File: src/rtl/dsp_mac_sequencer.sv
// Sequences a DSP48A1-style MAC slice through a length-N dot product and presents
// the final P value on a valid/ready result port.
module dsp_mac_sequencer #(
  parameter int unsigned LEN_W    = 8,
  parameter int unsigned PIPE_LAT = 4,
  parameter int unsigned OPM_DLY  = 1
) (
  input  logic             clk,
  input  logic             rst,
  input  logic             start,
  input  logic [LEN_W-1:0] len,
  output logic             busy,
  input  logic             in_valid,
  output logic             in_ready,
  input  logic [17:0]      a_in,
  input  logic [17:0]      b_in,
  output logic [17:0]      dsp_a,
  output logic [17:0]      dsp_b,
  output logic [7:0]       dsp_opmode,
  output logic             dsp_ce,
  output logic             dsp_rstp,
  input  logic [47:0]      dsp_p,
  output logic             res_valid,
  input  logic             res_ready,
  output logic [47:0]      res_data
);

  localparam logic [7:0] OpmFirst  = 8'h01;
  localparam logic [7:0] OpmAcc    = 8'h09;
  localparam logic [7:0] OpmHold   = 8'h08;
  localparam logic [3:0] DrainInit = 4'(PIPE_LAT - 1);

  typedef enum logic [1:0] {StIdle, StRun, StDrain, StHold} state_e;

  state_e                state_q, state_d;
  logic [LEN_W-1:0]      remaining_q, remaining_d;
  logic [3:0]            drain_cnt_q, drain_cnt_d;
  logic                  first_q, first_d;
  logic [17:0]           dsp_a_q, dsp_a_d;
  logic [17:0]           dsp_b_q, dsp_b_d;
  logic [OPM_DLY:0][7:0] opm_sr_q, opm_sr_d;
  logic [47:0]           res_data_q, res_data_d;
  logic [7:0]            tag;

  always_comb begin
    state_d     = state_q;
    remaining_d = remaining_q;
    drain_cnt_d = drain_cnt_q;
    first_d     = first_q;
    dsp_a_d     = dsp_a_q;
    dsp_b_d     = dsp_b_q;
    opm_sr_d    = opm_sr_q;
    res_data_d  = res_data_q;
    tag         = OpmHold;
    busy        = (state_q != StIdle);
    in_ready    = 1'b0;
    dsp_ce      = 1'b0;
    dsp_rstp    = 1'b0;
    res_valid   = 1'b0;

    unique case (state_q)
      StIdle: begin
        dsp_rstp = 1'b1;
        if (start) begin
          if (len != '0) begin
            remaining_d = len;
            first_d     = 1'b1;
            state_d     = StRun;
          end else begin
            res_data_d = '0;
            state_d    = StHold;
          end
        end
      end
      StRun: begin
        in_ready = 1'b1;
        if (in_valid) begin
          dsp_ce      = 1'b1;
          dsp_a_d     = a_in;
          dsp_b_d     = b_in;
          tag         = first_q ? OpmFirst : OpmAcc;
          first_d     = 1'b0;
          remaining_d = remaining_q - LEN_W'(1);
          if (remaining_q == LEN_W'(1)) begin
            drain_cnt_d = DrainInit;
            state_d     = StDrain;
          end
        end
      end
      StDrain: begin
        // Bubbles carry X=0, Z=P so the accumulated P survives the flush.
        dsp_ce      = 1'b1;
        drain_cnt_d = drain_cnt_q - 4'd1;
        if (drain_cnt_q == 4'd0) begin
          drain_cnt_d = '0;
          res_data_d  = dsp_p;
          state_d     = StHold;
        end
      end
      StHold: begin
        res_valid = 1'b1;
        if (res_ready) state_d = StIdle;
      end
      default: state_d = StIdle;
    endcase

    // The last stage is the registered OPMODE output; it advances with the slice.
    if (dsp_ce) begin
      opm_sr_d[0] = tag;
      for (int i = 1; i <= int'(OPM_DLY); i++) opm_sr_d[i] = opm_sr_q[i-1];
    end
  end

  always_ff @(posedge clk) begin
    if (rst) begin
      state_q     <= StIdle;
      remaining_q <= '0;
      drain_cnt_q <= '0;
      first_q     <= 1'b0;
      dsp_a_q     <= '0;
      dsp_b_q     <= '0;
      opm_sr_q    <= '0;
      res_data_q  <= '0;
    end else begin
      state_q     <= state_d;
      remaining_q <= remaining_d;
      drain_cnt_q <= drain_cnt_d;
      first_q     <= first_d;
      dsp_a_q     <= dsp_a_d;
      dsp_b_q     <= dsp_b_d;
      opm_sr_q    <= opm_sr_d;
      res_data_q  <= res_data_d;
    end
  end

  assign dsp_a      = dsp_a_q;
  assign dsp_b      = dsp_b_q;
  assign dsp_opmode = opm_sr_q[OPM_DLY];
  assign res_data   = res_data_q;

endmodule

File: config.mk
export PLATFORM = sky130hd
export DESIGN_NAME = dsp_mac_sequencer
export DESIGN_NICKNAME = d
export VERILOG_FILES = /design/src/rtl/dsp_mac_sequencer.sv
export SDC_FILE = /design/constraint.sdc
export NUM_CORES = 1
export LEC_CHECK = 0
export ABC_AREA = 0
export CAP_MARGIN = 20
export CORE_MARGIN = 1.5
export CORE_UTILIZATION = 37
export DETAILED_ROUTE_END_ITERATION = 8
export PLACE_DENSITY = 0.74
export RECOVER_POWER = 25
export REMOVE_ABC_BUFFERS = 1
export SETUP_SLACK_MARGIN = 0.05
export SLEW_MARGIN = 10
export SYNTH_ARGS = -nofsm -noshare
export SYNTH_HDL_FRONTEND = slang
export SYNTH_SLANG_ARGS = --single-unit
File: constraint.sdc
create_clock -name clk -period 4.06 [get_ports clk]
set_clock_uncertainty 0.1 [all_clocks]
set_input_delay 0.609 -clock clk [delete_from_list [all_inputs] [get_ports clk]]
set_output_delay 0.609 -clock clk [all_outputs]
set_load 0.01 [all_outputs]
### Word level (Yosys, flattened, before mapping)

Index checks and enable logic that the tools add are counted.

| word-level totals | value |
|---|---|
| bits of input ports | 97 |
| word-level logic and storage cells | 65 |
| bits in registers | 115 |
| output and inout port bits | 97 |

| cells by class | value |
|---|---|
| add/sub/neg operators | 2 |
| muxes and demuxes | 31 |
| eq/ne operators | 11 |
| reduce and logical (&&, ||, !) cells | 12 |

Operators with widths:

| kind | count |
|---|---|
| 48-bit 2-to-1 mux | 3 |
| 48-bit one-hot mux with 2 select lines | 1 |
| 4-bit 2-to-1 mux | 6 |
| 8-bit 2-to-1 mux | 3 |
| 8-bit one-hot mux with 2 select lines | 1 |
| 2-bit != test, second input constant | 7 |
| 2-bit 2-to-1 mux | 6 |
| 8-bit by 1-bit equality test with 1-bit output, second input constant | 1 |
| 2-bit one-hot mux with 4 select lines | 1 |
| 4-bit one-hot mux with 2 select lines | 1 |
| 4-bit AND reduction | 2 |
| 2-bit nonzero test | 4 |
| 8-bit nonzero test | 1 |
| 8-bit by 1-bit subtractor with 8-bit output, second input constant | 1 |
| 1-bit 2-to-1 mux | 7 |
| 5-bit AND reduction | 1 |
| 2-bit equality test, second input constant | 2 |
| 4-bit logical NOT | 1 |
| 1-bit one-hot mux with 2 select lines | 2 |
| 4-bit by 1-bit subtractor with 4-bit output, second input constant | 1 |
| 3-bit AND reduction | 1 |
| 2-bit by 1-bit equality test with 1-bit output, second input constant | 1 |
| 2-bit logical NOT | 1 |
| 2-bit AND reduction | 1 |

### Depth between registers and ports, before layout

| depth | value |
|---|---|
| depth in word-level cells | 4 |
| gate-level depth with buffers | 9 |
| mapped depth without buffers | 6 |

### Worst setup path after synthesis

OpenSTA, ideal clock, no wires.

| path | value |
|---|---|
| path kind | reg-to-output |
| start | register state_q[1] |
| end | output dsp_ce |
| slack | 1904 ps |
| arrival | 1447 ps |
| data required time | 3351 ps |
| stages on the path, launching flop included | 7 |
| buffers on the path | 2 |
| path through | dfxtp_1 -> inv_1 -> ha_1 -> buf_2 -> nand2_1 -> clkbuf_1 -> a21boi_1 |

| between the ends | value |
|---|---|
| cells in the longest elaborated chain, start to end | 2 |
| elaborated cells on any way between the ends | 3 |
| those cells by class | eq/ne (2); mux (1) |

RTL lines:

| item | line | source |
|---|---|---|
| from (decl) | 35 | `state_e state_q, state_d;` |
| from (signal assigned) | 116 | `state_q <= StIdle;` |
| from (signal assigned) | 125 | `state_q <= state_d;` |
| 2-bit equality test / 2-bit by 1-bit equality test with 1-bit output (equally long branches) | 61 | `unique case (state_q)` |
| 1-bit one-hot mux with 2 select lines (*) | 61 |  |
| to (decl) | 20 | `output logic dsp_ce,` |

Every way passes the cells marked *; elsewhere a longest branch is shown, timed or not.

### Final worst setup path

| path | value |
|---|---|
| start | register state_q[0] |
| end | output dsp_ce |

Same word-level chain as after synthesis.

==> impl_metrics.py <==
metrics = {
    "clocking": {
        "cts_max_level": 3,
        "clockBufferDepth": 2,
        "numCtsBuffers": 9,
        "clk_latency_ns": 0.36,
        "cts_resized": 0,
        "cts.sinks": 103,
        "cts_hold_buf": 0,
        "path_clk_slew_ns": 0.10,
        "post_cts_buffers": 0,
        "cts_tree": "done",
        "clock_tree.root_cell": "clkbuf_8",
    },
    "finish": {
        "finalNetCount": 701,
        "syn2layout_area_growth_pct": 52.4,
        "num_antenna_cells": 0,
        "final_util_pct": 58.9,
        "fin_cells": 738,
        "drive_above_1_share_pct": 5.32,
        "finalInstanceArea_sq_um": 6160,
    },
    "setup_path": {
        "slowest_delay_ns": 0.66,
        "path_cells": "inv_1 -> ha_1 -> inv_1 -> a21boi_1 -> clkdlybuf4s50_1",
        "r2r_slack_ns": 1.52,
        "r2r.worst_path.cells": 7,
        "crit_type": "register to output pin",
        "crit_path_start_kind": "register",
        "r2r_end": "remaining_q[0]",
        "cpMostUsedCell": "inv_1",
        "crit_slowest_cell": "clkdlybuf4s50_1",
        "setup.worst_path.end_class": "output pin",
        "crit_required_ns": 3.35,
        "cp.arrival_ns": 2.42,
        "r2r-start": "state_q[1]",
        "crit_path_max_fanout": 10,
    },
    "synth": {
        "synth_top_area_share_pct": 51.0,
        "ys_warn_count": 0,
        "netlist_instances": 426,
        "ys_seq_area_share_pct": 51.0,
        "synth.avg_cell_area_sq_um": 9.49,
        "ys_types": 51,
        "yosysTopAreaCell": "dfxtp_1",
        "synthFlopType": "dfxtp_1",
        "postSynth.asyncResetShare_pct": 0,
        "synth-seq-cells": 103,
        "synth_edf_count": 0,
        "synthesis.area_sq_um": 4040,
        "ys_top_cells_by_area": "dfxtp_1 51%, a22o_1 10%, nand2_1 8.0%",
    },
    "worst_hold_path": {
        "hold_depth": 1,
        "min_from": "first_q",
        "hold_end": "opm_sr_q[3]",
        "hold_path.class": "register to register",
    },
    "grt": {
        "met3_usage_pct": 2.42,
        "grt_pass1_vias": 3524,
        "antenna_found_initial": 0,
        "grt.total_usage_pct": 19.9,
        "grtUsageMet2_pct": 35.2,
        "overflow": 0,
        "grt_max_degree": 49,
        "top_usage_layer": "met2",
        "grt_use_met1_pct": 24.9,
        "grt_pass1_wl_microns": 18300,
    },
    "die": {
        "dieWidth_microns": 108,
        "io_pins": 194,
        "rows": 37,
        "initial_utilization_pct": 38.6,
        "die_y_microns": 108,
        "die_area_sq_um": 11600,
        "core_sq_um": 10500,
    },
    "routing": {
        "vias": 3806,
        "vias_per_cell": 5.16,
        "drtIter0Drc": 291,
        "drt_pass1_iterations": 4,
        "antenna_left": 0,
        "wl_microns": 12000,
        "avgRoutedWirePerCell_microns": 16.3,
        "drt_drc_violations_left": 0,
    },
    "sta": {
        "rsz0062_at_grt": "no",
        "layout_min_cycle_time_ns": 3.12,
        "fmax_ghz": 0.320,
        "fin_crit_sh_pct": 77.0,
        "maxSlewHeadroom_pct": 55.0,
        "drv_slew": 0,
        "fin_ws_ns": 0.935,
        "fin_tns_setup_ns": 0,
        "worst_slew_pin_slew_ns": 0.676,
        "finalSetupViolations": 0,
        "fin_hold_ws_ns": 0.345,
        "report.final.hold_viol_count": 0,
    },
    "place": {
        "gp_congestion": 0.915,
        "port_buffers": 187,
        "hpwl_microns": 8730,
        "placedCellCount": 722,
        "placed_area_sq_um": 5940,
        "pre_cts_slack_ns": 1.12,
    },
    "status": {
        "outcome": "complete, no violations",
    },
    "power": {
        "total_power_mw": 2.76,
        "p_leak_nw": 2.41,
        "ir_drop_v": 0.000250,
        "cellPowerDensity_nw_per_um2": 448,
    },
    "job": {
        "maxCapViolCount": 0,
    },
}
==> report_power, final <==
group | switching (mW) | leakage [nW] | internal, mW
registers | 0.0811 | 0.834 | 1.11
clock network | 0.383 | 0.114 | 0.319
logic | 0.461 | 1.46 | 0.404
total | 0.925 | 2.41 | 1.83
==> cell usage in the layout (no fill, tap or decap), types with 2 or more instances in the layout <==
| master | count |
|---|---|
| clkdlybuf4s50_1 | 138 |
| dfxtp_1 | 103 |
| nand2_1 | 86 |
| a22o_1 | 48 |
| dlygate4sd3_1 | 48 |
| a21oi_1 | 45 |
| inv_1 | 12 |
| nor2_1 | 12 |
| clkbuf_8 | 10 |
| ha_1 | 7 |
| o32ai_1 | 6 |
| conb_1 | 6 |
| buf_4 | 6 |
| a211oi_1 | 5 |
| nor4_4 | 4 |
| a31oi_1 | 4 |
| and3_1 | 4 |
| nor3_1 | 3 |
| a21o_1 | 3 |
| o22a_1 | 3 |
| or3_1 | 3 |
| o21ai_0 | 3 |
| or4_1 | 3 |
| nand3_1 | 2 |
| mux2i_1 | 2 |
| a221oi_1 | 2 |
| o211ai_1 | 2 |
| a2111oi_0 | 2 |
| nand2b_1 | 2 |
| o31ai_1 | 2 |
| inv_8 | 2 |
==> sequential cells by signal, indices dropped and copies added (netlist names) <==
register / cells
dsp_a: 18
dsp_b: 18
first_q: 1
dsp_opmode: 2
drain_cnt_q: 4
res_data: 48
opm_sr_q: 2
remaining_q: 8
state_q: 2
==> synthesized netlist by cell type, types with 3 or more instances <==
master	number
a21o_1	3
inv_1	12
buf_6	4
buf_4	9
a31oi_1	4
and3_1	4
or3_1	3
a22o_1	48
o22a_1	3
or4_1	3
buf_2	6
a211oi_1	5
dfxtp_1	103
nor2_1	12
clkbuf_1	18
nand2_1	86
o21ai_0	3
ha_1	7
nor4_4	3
nor3_1	3
a21oi_1	45
o32ai_1	6
==> critical path, delay by kind of cell (launching register included) <==
kind | cells | cell delay (ns)
buf+inv | 3 | 0.99
compound gates | 1 | 0.35
flops | 1 | 0.35
fa+ha+maj | 1 | 0.37
==> final cells by class <==
type | count | area [sq um]
clock buffer | 10 | 138
inverter | 12 | 45.0
clock inverter | 6 | 86.3
timing repair buffer | 193 | 1910
sequential | 103 | 2060
tap | 136 | 170
multi-input combinational | 278 | 1750
fill | 916 | 4300
==> cells by family (layout without fill, tap and decap cells) <==
| kind of cell | count (synthesis) | after routing | share of synthesized area (%) |
|---|---|---|---|
| flops | 103 | 103 | 51.0 |
| mux | 3 | 3 | 0.774 |
| fa+ha+maj | 7 | 7 | 2.17 |
| buf+inv | 50 | 221 | 6.41 |
| other cells | 1 | 6 | 0.0928 |
| simple gates | 125 | 125 | 14.7 |
| compound gates | 137 | 137 | 24.9 |
==> worst max path at each step <==
stage | start | endpoint | slack, ns | depth (start not counted)
after floorplan | len[2] | res_data[0] | 0.38 | 4
after global placement | in_valid | dsp_ce | 1.13 | 4
after CTS | state_q[0] | dsp_ce | 0.88 | 5
after detailed placement | in_valid | dsp_ce | 1.12 | 4
final | state_q[0] | dsp_ce | 0.94 | 5
after global routing | state_q[0] | dsp_ce | 0.69 | 5
==> routing by layer <==
layer	wire [microns]	share of wire, %
met4	201	1.7
met2	6160	51
met5	0	0
met3	579	4.8
met1	5090	42
No activity file was read; power rests on OpenSTA's default activity.
